<file path="src/rtl/alaw_encoder_pkg.sv">
// Shared A-law field definitions for the encoder slice.
// Holds the code/linear widths, the code field positions and the
// two's-complement clip value, plus a helper that packs a code
// from its fields.
package alaw_encoder_pkg;

  localparam int ALAW_W   = 8;
  localparam int LIN_W    = 13;
  localparam int MAG_W    = 12;
  localparam int SEG_W    = 3;
  localparam int MANT_W   = 4;
  localparam int SIGN_BIT = 7;
  localparam int SEG_MSB  = 6;
  localparam int SEG_LSB  = 4;
  localparam int MANT_MSB = 3;

  // Most negative two's-complement input; it has no positive counterpart
  // in 12 magnitude bits and is clipped to full scale.
  localparam logic [LIN_W-1:0] LIN_MIN_TWOS = 13'h1000;

  // Assemble {sign, seg, mant} at the decoder's field positions.
  function automatic logic [ALAW_W-1:0] pack_code(
    input logic              sign,
    input logic [SEG_W-1:0]  seg,
    input logic [MANT_W-1:0] mant
  );
    logic [ALAW_W-1:0] code;
    code                   = {ALAW_W{1'b0}};
    code[SIGN_BIT]         = sign;
    code[SEG_MSB:SEG_LSB]  = seg;
    code[MANT_MSB:0]       = mant;
    return code;
  endfunction

endpackage

</file>
<file path="src/rtl/alaw_encoder_segment.sv">
// alaw_segment_encoder: combinational magnitude-to-segment/mantissa map.
// Ports:
//   mag  [11:0] in  : linear magnitude
//   seg  [2:0]  out : segment = (leading-one position in mag[11:5]) - 4, else 0
//   mant [3:0]  out : four bits just below the leading one (mag[4:1] in seg 0)
// Bits below the mantissa are truncated (round toward zero).
module alaw_segment_encoder
  import alaw_encoder_pkg::*;
(
  input  logic [MAG_W-1:0]  mag,
  output logic [SEG_W-1:0]  seg,
  output logic [MANT_W-1:0] mant
);

  logic [SEG_W-1:0] shamt_s;

  // Leading-one search over mag[11:5]; segment 0 covers everything below 32.
  always_comb begin
    seg = 3'd0;
    if (mag[11]) begin
      seg = 3'd7;
    end else if (mag[10]) begin
      seg = 3'd6;
    end else if (mag[9]) begin
      seg = 3'd5;
    end else if (mag[8]) begin
      seg = 3'd4;
    end else if (mag[7]) begin
      seg = 3'd3;
    end else if (mag[6]) begin
      seg = 3'd2;
    end else if (mag[5]) begin
      seg = 3'd1;
    end else begin
      seg = 3'd0;
    end
  end

  // Segments 0 and 1 share the same mantissa window mag[4:1].
  always_comb begin
    shamt_s = seg;
    if (seg == 3'd0) begin
      shamt_s = 3'd1;
    end else begin
      shamt_s = seg;
    end
    mant = MANT_W'(mag >> shamt_s);
  end

endmodule

</file>
<file path="src/rtl/alaw_encoder.sv">
// alaw_encoder: two-stage streaming linear-to-A-law compressor.
// Ports:
//   clk, reset        : rising-edge clock, async active-high reset
//   in_valid/in_ready : input handshake, in_lin is the 13-bit sample
//   out_valid/out_ready : output handshake, out_alaw = {sign, seg, mant}
//   clip_count        : saturating count of clipped two's-complement inputs
//   clip_clr          : synchronous clear of clip_count (wins over increment)
// Parameters:
//   INPUT_TWOS : 0 = sign-magnitude input, 1 = two's-complement input
//   CNT_W      : clip_count width
module alaw_encoder
  import alaw_encoder_pkg::*;
#(
  parameter int INPUT_TWOS = 0,
  parameter int CNT_W      = 16
) (
  input  logic              clk,
  input  logic              reset,
  input  logic              in_valid,
  output logic              in_ready,
  input  logic [LIN_W-1:0]  in_lin,
  output logic              out_valid,
  input  logic              out_ready,
  output logic [ALAW_W-1:0] out_alaw,
  output logic [CNT_W-1:0]  clip_count,
  input  logic              clip_clr
);

  logic              s1_valid_r;
  logic              s1_sign_r;
  logic [MAG_W-1:0]  s1_mag_r;
  logic              out_valid_r;
  logic [ALAW_W-1:0] out_alaw_r;
  logic [CNT_W-1:0]  clip_count_r;

  logic              s2_load_s;
  logic              s1_load_s;
  logic              in_xfer_s;
  logic              in_sign_s;
  logic [MAG_W-1:0]  in_mag_s;
  logic              clip_s;
  logic [SEG_W-1:0]  seg_s;
  logic [MANT_W-1:0] mant_s;

  // Each stage loads when it is empty or its contents move on this cycle.
  assign s2_load_s = ~out_valid_r | out_ready;
  assign s1_load_s = ~s1_valid_r | s2_load_s;
  assign in_xfer_s = in_valid & s1_load_s;

  // Sign/magnitude split of the incoming sample, with -4096 clipped to full scale.
  always_comb begin
    in_sign_s = in_lin[LIN_W-1];
    in_mag_s  = in_lin[MAG_W-1:0];
    clip_s    = 1'b0;
    if (INPUT_TWOS != 0) begin
      if (in_lin == LIN_MIN_TWOS) begin
        clip_s   = 1'b1;
        in_mag_s = {MAG_W{1'b1}};
      end else if (in_sign_s) begin
        in_mag_s = MAG_W'(-in_lin);
      end else begin
        in_mag_s = in_lin[MAG_W-1:0];
      end
    end else begin
      clip_s   = 1'b0;
      in_mag_s = in_lin[MAG_W-1:0];
    end
  end

  // Stage 1 register: sign and magnitude.
  always_ff @(posedge clk or posedge reset) begin
    if (reset) begin
      s1_valid_r <= 1'b0;
      s1_sign_r  <= 1'b0;
      s1_mag_r   <= {MAG_W{1'b0}};
    end else if (s1_load_s) begin
      s1_valid_r <= in_valid;
      if (in_valid) begin
        s1_sign_r <= in_sign_s;
        s1_mag_r  <= in_mag_s;
      end
    end
  end

  alaw_segment_encoder u_seg (
    .mag  (s1_mag_r),
    .seg  (seg_s),
    .mant (mant_s)
  );

  // Stage 2 register: packed code; held while the consumer stalls.
  always_ff @(posedge clk or posedge reset) begin
    if (reset) begin
      out_valid_r <= 1'b0;
      out_alaw_r  <= 8'h00;
    end else if (s2_load_s) begin
      out_valid_r <= s1_valid_r;
      if (s1_valid_r) begin
        out_alaw_r <= pack_code(s1_sign_r, seg_s, mant_s);
      end
    end
  end

  // Clip counter: clear has priority, increments stop at all-ones.
  always_ff @(posedge clk or posedge reset) begin
    if (reset) begin
      clip_count_r <= {CNT_W{1'b0}};
    end else if (clip_clr) begin
      clip_count_r <= {CNT_W{1'b0}};
    end else if (in_xfer_s & clip_s & ~(&clip_count_r)) begin
      clip_count_r <= clip_count_r + {{(CNT_W-1){1'b0}}, 1'b1};
    end
  end

  // in_ready is combinational from out_ready so a full pipeline can
  // accept a new sample in the same cycle the output drains.
  assign in_ready   = s1_load_s;
  assign out_valid  = out_valid_r;
  assign out_alaw   = out_alaw_r;
  assign clip_count = clip_count_r;

endmodule

</file>
<file path="config.mk">
export PLATFORM = sky130hd
export DESIGN_NAME = alaw_encoder
export DESIGN_NICKNAME = d
export VERILOG_FILES = /design/src/rtl/alaw_encoder_pkg.sv /design/src/rtl/alaw_encoder_segment.sv /design/src/rtl/alaw_encoder.sv
export SDC_FILE = /design/constraint.sdc
export NUM_CORES = 1
export LEC_CHECK = 0
export ABC_CLOCK_PERIOD_IN_PS = 2400
export CAP_MARGIN = 20
export CORE_ASPECT_RATIO = 1.1
export CORE_MARGIN = 2
export CORE_UTILIZATION = 48
export CTS_BUF_LIST = sky130_fd_sc_hd__clkbuf_2
export CTS_CLUSTER_SIZE = 28
export DETAILED_ROUTE_END_ITERATION = 8
export HOLD_SLACK_MARGIN = 0.06
export PLACE_DENSITY = 0.8
export SLEW_MARGIN = 20
export SYNTH_ARGS = -nofsm -noshare
export SYNTH_HDL_FRONTEND = slang
export SYNTH_SLANG_ARGS = --single-unit
</file>
<file path="constraint.sdc">
create_clock -name clk -period 2.4 [get_ports clk]
set_clock_uncertainty 0.1 [all_clocks]
set_input_delay 0.36 -clock clk [delete_from_list [all_inputs] [get_ports clk]]
set_output_delay 0.36 -clock clk [all_outputs]
set_load 0.05 [all_outputs]
</file>
==> impl_metrics.json, run 1 <==
{
  "fin_setup_tns_ns": 0,
  "startpoint_type": "register",
  "reg2reg_depth": 5,
  "cts_sinks": 23,
  "seq_area_um2": 577,
  "layout.nets": 186,
  "cts_buffers": 3,
  "slew_headroom_pct": 66.0,
  "chipWidth_um": 55.3,
  "hold_buffers": 0,
  "drtIter0Drc": 24,
  "postRouteAntennaNets": 0,
  "dpl.hpwl_um": 2150,
  "r2r-end": "out_alaw[2]",
  "final-hold-violation-count": 0,
  "io_pins": 44,
  "layout.cells.non_filler": 200,
  "synth_area_leaders": "dfrtp_1 (41%), mux2_2 (12%), buf_4 (8.7%)",
  "cts_max_level": 1,
  "cts-resized-gates": 0,
  "clockRootBuffer": "clkbuf_2",
  "tritoncts": "yes",
  "antenna_found_initial": 0,
  "tightest_slew_ns": 0.510,
  "port_buffers": 26,
  "synth_area_um2": 1390,
  "total_power_mw": 1.23,
  "leakage_nw": 0.686,
  "holdCritPathClass": "in -> async",
  "yosys.area.top_type": "dfrtp_1",
  "grt_pass1_vias": 1077,
  "synth_warnings": 0,
  "syn_avg_cell_area_um2": 9.84,
  "wl_um": 2800,
  "start_util_pct": 50.4,
  "grt_usage_pct": 18.3,
  "postCtsSetupRepairBufs": 0,
  "fp.dieH_um": 60.4,
  "clk_pin_slew_worst_paths_ns": 0.21,
  "grt_pass1_wl_um": 4840,
  "viasPerCell": 5.55,
  "core_um2": 2750,
  "placedCellCount": 196,
  "ys_seq_area_share_pct": 41.5,
  "syn-instance-count": 141,
  "status": "finished clean",
  "worstSkewPairLatency_ns": 0.35,
  "diodes": 0,
  "peakVddDrop_mv": 0.384,
  "power_per_cell_area_nw_per_um2": 750,
  "dieArea_um2": 3340,
  "rrSetupSlack_ns": 0.31,
  "multi_input_comb_area_um2": 709,
  "drive_above_1_share_pct": 19.2,
  "async_flop_share_pct": 100,
  "timing.rr.start": "s1_mag_r[9]",
  "criticalPathCategory": "reg -> reg",
  "crit_path_end_kind": "register",
  "worstPathArrival_ns": 2.30,
  "dr.pass1.iters": 4,
  "vias": 1110,
  "period_share_pct": 87.0,
  "gp_congestion": 0.826,
  "yosysTopAreaCellShare_pct": 41.5,
  "cp_max_fo": 10,
  "synth.distinct_cells": 41,
  "grt-ovfl-total": 0,
  "rsz0062_at_grt": "no",
  "rows": 20,
  "synth_edf_count": 0,
  "drv_slew": 0,
  "ys.flop_type": "dfrtp_1",
  "cts_buffer_depth": 2,
  "min_period_ns": 2.09,
  "grt_max_degree": 17,
  "fmax_mhz": 479,
  "cp.required_ns": 2.61,
  "areaGrowthSynthToFinish_pct": 18.4,
  "drc": 0,
  "ys_ff_latch": 23,
  "drv_cap": 0,
  "wl_per_cell_um": 14.0,
  "fillCellCount": 247,
  "setup_violations": 0
}
-- where the power goes --
part           internal, mW  leakage (nW)  switching [mW]  total [mW]
combinational         0.208         0.408           0.332       0.540
clock                0.0377        0.0164           0.121       0.158
sequential            0.455         0.262          0.0782       0.533
total                 0.701         0.686           0.531        1.23
-- layout by cell type, fill, tap and decap left out, types with 3 or more instances in the layout --
cell type        synthesis  layout
clkdlybuf4s50_1          0      25
inv_1                    3       3
clkbuf_2                 0       3
conb_1                   1      16
dfrtp_1                 23      22
a21oi_1                  6       6
nand2b_1                 4       4
buf_4                   16       4
mux2_2                  15      15
nor2_1                  12      12
o21ai_0                  6       6
nand2_1                 13      13
-- Yosys cell counts (2+ instances only) --
cell type and instances:
o21ai_0 6, nor3_1 2, inv_1 3, nor2b_1 2, nand3_1 2, mux2i_1 2
dfrtp_1 23, a211oi_1 2, nor2_1 12, and4_2 2, o211ai_1 2, buf_4 16
a21oi_1 6, clkbuf_1 4, o2111ai_1 2, nand2_1 13, mux2_2 15, nand2b_1 4
-- layer usage --
layer	vias up	wire (um)	global-route usage, %
li1	517	-	-
met4	0	94	9.41
met3	10	162	2.35
met5	-	0	0
met1	523	1080	19.8
met2	60	1470	35.7
-- metrics by stage --
stage          hold WS (ns)  area (um^2)  util (%)  setup slack (ns)
2_1_floorplan         0.262         1450         -             0.141
3_3_place_gp          0.346         1620      59.0             0.452
3_5_place_dp          0.360         1620      59.0             0.410
4_1_cts               0.165         1640      59.7             0.346
5_1_grt               0.147         1640      59.7             0.234
6_report              0.154         1640      59.7             0.312
-- critical path, stage by stage (launching register included) --
cell	delay, ns
dfrtp_1	0.56
or3b_4	0.46
a31oi_1	0.30
nand2_1	0.10
a311oi_1	0.34
o22a_1	0.19
-- state kept, by name, indices dropped and copies added (netlist names) --
register,count
s1_sign_r,1
out_valid,1
s1_mag_r,12
s1_valid_r,1
out_alaw,8
-- final cells by class --
type,instances,area share (%)
Timing Repair Buffer,29,17.1
Tap cell,33,2.51
Clock inverter,1,0.305
Clock buffer,3,0.914
Sequential cell,23,35.1
Multi-Input combinational cell,107,43.2
Inverter,4,0.914
-- how the worst max path moves through the flow --
stage / startpoint / endpoint / slack [ns] / cells past startpoint
after floorplan: out_valid / s1_mag_r[0] / 0.14 / 4
after global placement: s1_mag_r[9] / out_alaw[2] / 0.45 / 5
after detailed placement: s1_mag_r[9] / out_alaw[2] / 0.41 / 5
after CTS: s1_mag_r[9] / out_alaw[2] / 0.35 / 5
after global routing: s1_mag_r[9] / out_alaw[2] / 0.23 / 5
final: s1_mag_r[9] / out_alaw[2] / 0.31 / 5
-- cell families (layout without fill, tap and decap cells) --
logic type      count (synthesis)  after routing  synth area share (%)
flops                          23             23                  41.5
simple gates                   46             46                  17.6
mux                            18             18                  14.7
buf+inv                        26             37                  11.5
compound gates                 27             27                  14.5
other cells                     1             16                 0.270
(Power assumes the default switching activity.)
==> run 2, diff against run 1 <==
Settings changed: ABC_AREA set to 1, CORE_UTILIZATION 48 to 47, PLACE_DENSITY 0.8 to 0.79.
==> run 2 against run 1 <==
Effect of this change: flip-flop and latch count unchanged; utilization shrank 1.8 points; synthesized area shrank 1.1%; register-to-register slack improved by 0.19 ns.
==> impl_metrics.json, run 2 <==
{
  "grt-ovfl-total": 0,
  "layout.cells.non_filler": 237,
  "synth_warnings": 0,
  "antenna_found_initial": 0,
  "wl_per_cell_um": 10.7,
  "core_um2": 2780,
  "clockRootBuffer": "clkbuf_2",
  "cts_buffer_depth": 2,
  "final_common_cell": "nand2_1",
  "holdCritPathClass": "in -> async",
  "layout_common_cells": "nand2_1 (47), clkdlybuf4s50_1 (25), dfrtp_1 (23), nor2_1 (17)",
  "cts_sinks": 23,
  "pre_cts_ws_ns": 0.597,
  "drc": 0,
  "worst_slack_ns": 0.376,
  "startpoint_type": "register",
  "vias": 1159,
  "largest_register_ffs": 12,
  "drive_above_1_share_pct": 10.8,
  "chipWidth_um": 55.5,
  "fillCellCount": 294,
  "ys_seq_area_share_pct": 41.9,
  "cts-resized-gates": 0,
  "slowest_stage": "clkdlybuf4s50_1",
  "postRouteAntennaNets": 0,
  "placedCellCount": 233,
  "final-hold-violation-count": 0,
  "syn_avg_cell_area_um2": 7.67,
  "postCtsSetupRepairBufs": 0,
  "viasPerCell": 4.89,
  "power_per_cell_area_nw_per_um2": 838,
  "ys_ff_latch": 23,
  "rsz0062_at_grt": "no",
  "slew_headroom_pct": 56.5,
  "synth.distinct_cells": 26,
  "tightest_slew_ns": 0.648,
  "worstPathArrival_ns": 1.56,
  "path_cells": "clkdlybuf4s50_1",
  "critPathMaxStageDelay_ns": 0.81,
  "cp_top_family": "buffers and inverters",
  "cts_max_level": 1,
  "tritoncts": "yes",
  "worstSkewPairLatency_ns": 0.33,
  "min_period_ns": 2.02,
  "drv_cap": 0,
  "layout.nets": 223,
  "yosysMostFrequentCell": "nand2_1",
  "crit_path_end_kind": "output pin",
  "grt_usage_pct": 16.9,
  "leakage_nw": 0.793,
  "dpl.hpwl_um": 1880,
  "peakVddDrop_mv": 0.645,
  "grt_max_degree": 24,
  "period_share_pct": 84.3,
  "cp_max_fo": 3,
  "fin_setup_tns_ns": 0,
  "synth_edf_count": 0,
  "hold_buffers": 0,
  "drtIter0Drc": 25,
  "grt_pass1_wl_um": 4490,
  "regMostFlops": "s1_mag_r",
  "fp.dieH_um": 60.7,
  "dr.pass1.iters": 4,
  "grt_pass1_vias": 1071,
  "async_flop_share_pct": 100,
  "cts_buffers": 3,
  "yosys-top-cells-count": "nand2_1 (47), dfrtp_1 (23), buf_4 (17), nor2_1 (17), nand3_1 (16)",
  "cp.required_ns": 1.94,
  "status": "finished clean",
  "criticalPathCategory": "reg -> out",
  "yosys.area.top_type": "dfrtp_1",
  "io_pins": 44,
  "fmax_mhz": 494,
  "crit_buf_inv": 1,
  "clk_pin_slew_worst_paths_ns": 0.24,
  "diodes": 0,
  "drv_slew": 0,
  "port_buffers": 26,
  "ys.flop_type": "dfrtp_1",
  "dieArea_um2": 3370,
  "syn-instance-count": 179,
  "gp_congestion": 0.882,
  "synth_area_um2": 1370,
  "wl_um": 2540,
  "yosysTopAreaCellShare_pct": 41.9,
  "start_util_pct": 49.4,
  "rows": 20,
  "setup_violations": 0,
  "synth_area_leaders": "dfrtp_1 (42%), nand2_1 (13%), buf_4 (9.3%)",
  "areaGrowthSynthToFinish_pct": 17.1
}
[run 2: per-layer routing]
layer / vias to the layer above / wire (um) / GRT usage, %
met4: 0 / 37 / 9.06
met3: 4 / 120 / 1.49
li1: 593 / - / -
met2: 40 / 1210 / 29.4
met5: - / 0 / 0
met1: 522 / 1170 / 21.4
[run 2: report_power, final]
group          internal, mW  total [mW]  leakage (nW)  switching, mW
Combinational         0.208       0.664         0.519          0.456
Sequential            0.471       0.525         0.258         0.0544
Clock                0.0378       0.159        0.0164          0.121
[run 2: worst paths after layout]
| check | endpoint | startpoint | cells after the start | slack [ns] |
|---|---|---|---|---|
| min in group clk | out_alaw[7] | s1_sign_r | 2 | 0.40 |
| worst max-delay path | out_valid | out_valid | 1 | 0.38 |
| worst min-delay path | s1_mag_r[5] | reset | 3 | 0.21 |
| worst min register to register | out_alaw[7] | s1_sign_r | 2 | 0.40 |
| worst max register to register | out_alaw[0] | s1_mag_r[6] | 14 | 0.50 |
| max in group asynchronous | s1_mag_r[7] | reset | 3 | 1.75 |
[run 2: cell type report]
type	count	area [um^2]	share of cell area, %
Multi-Input combinational cell	132	634	39.5
Sequential cell	23	576	35.8
Timing Repair Buffer	28	273	17.0
Inverter	17	63.8	3.97
Tap cell	33	41.3	2.57
Clock buffer	3	15.0	0.934
Clock inverter	1	5.00	0.311
[run 2: logic make-up (layout without fill, tap and decap cells)]
| logic type | after synthesis | in the layout | synth area share (%) |
|---|---|---|---|
| multiplexers | 2 | 2 | 1.64 |
| flip-flops | 23 | 23 | 41.9 |
| AO/OA/AOI/OAI | 17 | 17 | 6.56 |
| AND/OR/NAND/NOR | 97 | 97 | 33.6 |
| buffers and inverters | 39 | 49 | 16.0 |
| other | 1 | 16 | 0.273 |
[run 2: metrics by stage]
stage / area (um^2) / hold WS [ns] / utilization (%) / total power [mW]
3_3_place_gp: 1590 / 0.360 / 57.2 / 1.19
3_5_place_dp: 1590 / 0.360 / 57.2 / 1.20
6_report: 1610 / 0.215 / 57.9 / 1.35
5_1_grt: 1610 / 0.239 / 57.9 / 1.45
2_1_floorplan: 1430 / 0.262 / - / 1.04
4_1_cts: 1610 / 0.227 / 57.9 / 1.35
==> run 3, diff against run 2 <==
Settings changed: ABC_CLOCK_PERIOD_IN_PS 2400 to 1900.
Clock period 2.4 ns to 1.9 ns, I/O delays scaled along.
==> run 3 against run 2 <==
Effect of this change: hold slack got worse by 0.065 ns; combinational power increased by 27%; count of clock-buffer cells in the layout increased by 1; utilization increased by 1.8 points; cell count increased by 2.1%; sequential share of layout area decreased by 1.1 points.
==> impl_metrics.json, run 3 (same netlist as run 2, synthesis figures left out) <==
{
  "grt_max_degree": 24,
  "r2r-end": "out_alaw[0]",
  "drv_slew": 0,
  "setup_violations": 0,
  "combPwrFrac_pct": 49.4,
  "timing.rr.start": "s1_mag_r[6]",
  "core_um2": 2780,
  "worstSkewPairLatency_ns": 0.33,
  "io_pins": 44,
  "drv_cap": 0,
  "rrSetupSlack_ns": 0.22,
  "wl_um": 2520,
  "placed_cell_area_um2": 1630,
  "internal_power_uw": 911,
  "largest_register_ffs": 12,
  "dieArea_um2": 3370,
  "sequentialPowerShare_pct": 39.0,
  "viasPerCell": 4.96,
  "port_buffers": 26,
  "regMostFlops": "s1_mag_r",
  "cts_sinks": 23,
  "fin_setup_tns_ns": 0,
  "fmax_mhz": 594,
  "vias": 1201,
  "drc": 0,
  "tritoncts": "yes",
  "switching_share_pct": 46.7,
  "dpl.hpwl_um": 1940,
  "fillCellCount": 259,
  "design_area_um2": 1660,
  "crit_path_end_kind": "register",
  "peakVddDrop_mv": 0.631,
  "postRouteAntennaNets": 0,
  "dr.pass1.iters": 4,
  "chipWidth_um": 55.5,
  "areaGrowthSynthToFinish_pct": 20.8,
  "period_share_pct": 88.6,
  "power_per_cell_area_nw_per_um2": 1030,
  "min_period_ns": 1.68,
  "layout.nets": 228,
  "power_frac_clock_pct": 11.6,
  "wl_per_cell_um": 10.4,
  "gp_congestion": 0.854,
  "clk_pin_slew_worst_paths_ns": 0.21,
  "clockRootBuffer": "clkbuf_2",
  "cts_buffers": 3,
  "grt_pass1_vias": 1073,
  "criticalPathCategory": "reg -> reg",
  "grt-ovfl-total": 0,
  "status": "finished clean",
  "grt_pass1_wl_um": 4600,
  "start_util_pct": 49.4,
  "antenna_found_initial": 0,
  "grt_usage_pct": 17.1,
  "drive_above_1_share_pct": 16.7,
  "worstPathArrival_ns": 1.83,
  "p_sw_uw": 798,
  "drtIter0Drc": 29,
  "postCtsSetupRepairBufs": 0,
  "holdCritPathClass": "in -> async",
  "cp_max_fo": 8,
  "diodes": 0,
  "rows": 20,
  "fp.dieH_um": 60.7,
  "layout_common_cells": "nand2_1 (47), dfrtp_1 (23), nor2_1 (17), conb_1 (16), clkdlybuf4s50_1 (16)",
  "reg2reg_depth": 14,
  "leakage_nw": 0.834,
  "hold_buffers": 0,
  "final_common_cell": "nand2_1",
  "rsz0062_at_grt": "no",
  "cts_buffer_depth": 2,
  "startpoint_type": "register",
  "cts_max_level": 1,
  "final-hold-violation-count": 0,
  "cp.required_ns": 2.05
}
[run 3: cell count changes in the layout (fill, tap and decap cells not counted)]
cell / delta
buf_4: +11
clkdlybuf4s50_1: -9
dlygate4sd2_1: +2
nand3_4: +2
buf_12: +1
clkbuf_2: +1
clkinv_2: -1
nand3_1: -1
nand3_2: -1
[run 3: power groups by stage]
stage | clock network, mW | registers (mW) | logic (mW)
floorplan | 0 | 0.895 | 0.428
global placement | 0 | 0.677 | 0.842
detailed placement | 0 | 0.678 | 0.851
CTS | 0.202 | 0.667 | 0.844
global route | 0.233 | 0.682 | 0.919
finish | 0.198 | 0.666 | 0.844
[run 3: per-stage QoR]
stage / worst slack (ns) / utilization, % / hold slack, ns / total power [mW] / std cells
after global routing: 0.0486 / 59.7 / 0.162 / 1.83 / 242
after detailed placement: 0.240 / 58.8 / 0.360 / 1.53 / 238
after CTS: 0.230 / 59.4 / 0.162 / 1.71 / 242
after global placement: 0.254 / 58.8 / 0.364 / 1.52 / 238
after floorplan: 0.0964 / - / 0.187 / 1.32 / 194
final: 0.216 / 59.7 / 0.150 / 1.71 / 242
[run 3: area by class of cell]
cell class	count	area (um^2)	share of cell area [%]
tap	33	41.3	2.49
timing repair buffer	33	303	18.3
clock buffer	4	20.0	1.21
sequential	23	576	34.7
multi-input combinational	132	654	39.5
inverter	17	63.8	3.85
[run 3: layer usage]
layer	global-route usage, %	share of wire, %
met5	0	0
met3	1.28	4.5
met1	22.7	45
met2	29.6	49
met4	7.32	1.6
[run 3: how the worst max path moves through the flow]
stage / startpoint / end / slack [ns] / cells past startpoint
6_report: s1_mag_r[6] / out_alaw[0] / 0.22 / 14
5_1_grt: s1_mag_r[6] / out_alaw[0] / 0.05 / 14
4_1_cts: s1_mag_r[7] / out_alaw[0] / 0.23 / 10
3_5_place_dp: out_ready / s1_mag_r[9] / 0.24 / 7
3_3_place_gp: out_ready / s1_mag_r[0] / 0.25 / 7
2_1_floorplan: out_valid / s1_mag_r[0] / 0.1 / 5
[run 3: what timing repair did]
action	4_1_cts	5_1_grt
resized for setup	2	1
endpoints found under the setup margin	2	2
endpoints found under the hold margin	0	0
[run 3: worst max-delay path, stage by stage, from the launching register on]
cell     delay [ns]
dfrtp_1        0.44
inv_2          0.07
nand2_1        0.06
nand2_1        0.05
nand2_1        0.05
nand2_1        0.05
nand2_2        0.13
buf_4          0.18
nand4_1        0.11
nand3_1        0.10
nand2_1        0.06
nand2_1        0.05
nand2_1        0.04
nand2_1        0.05
nand2_1        0.04
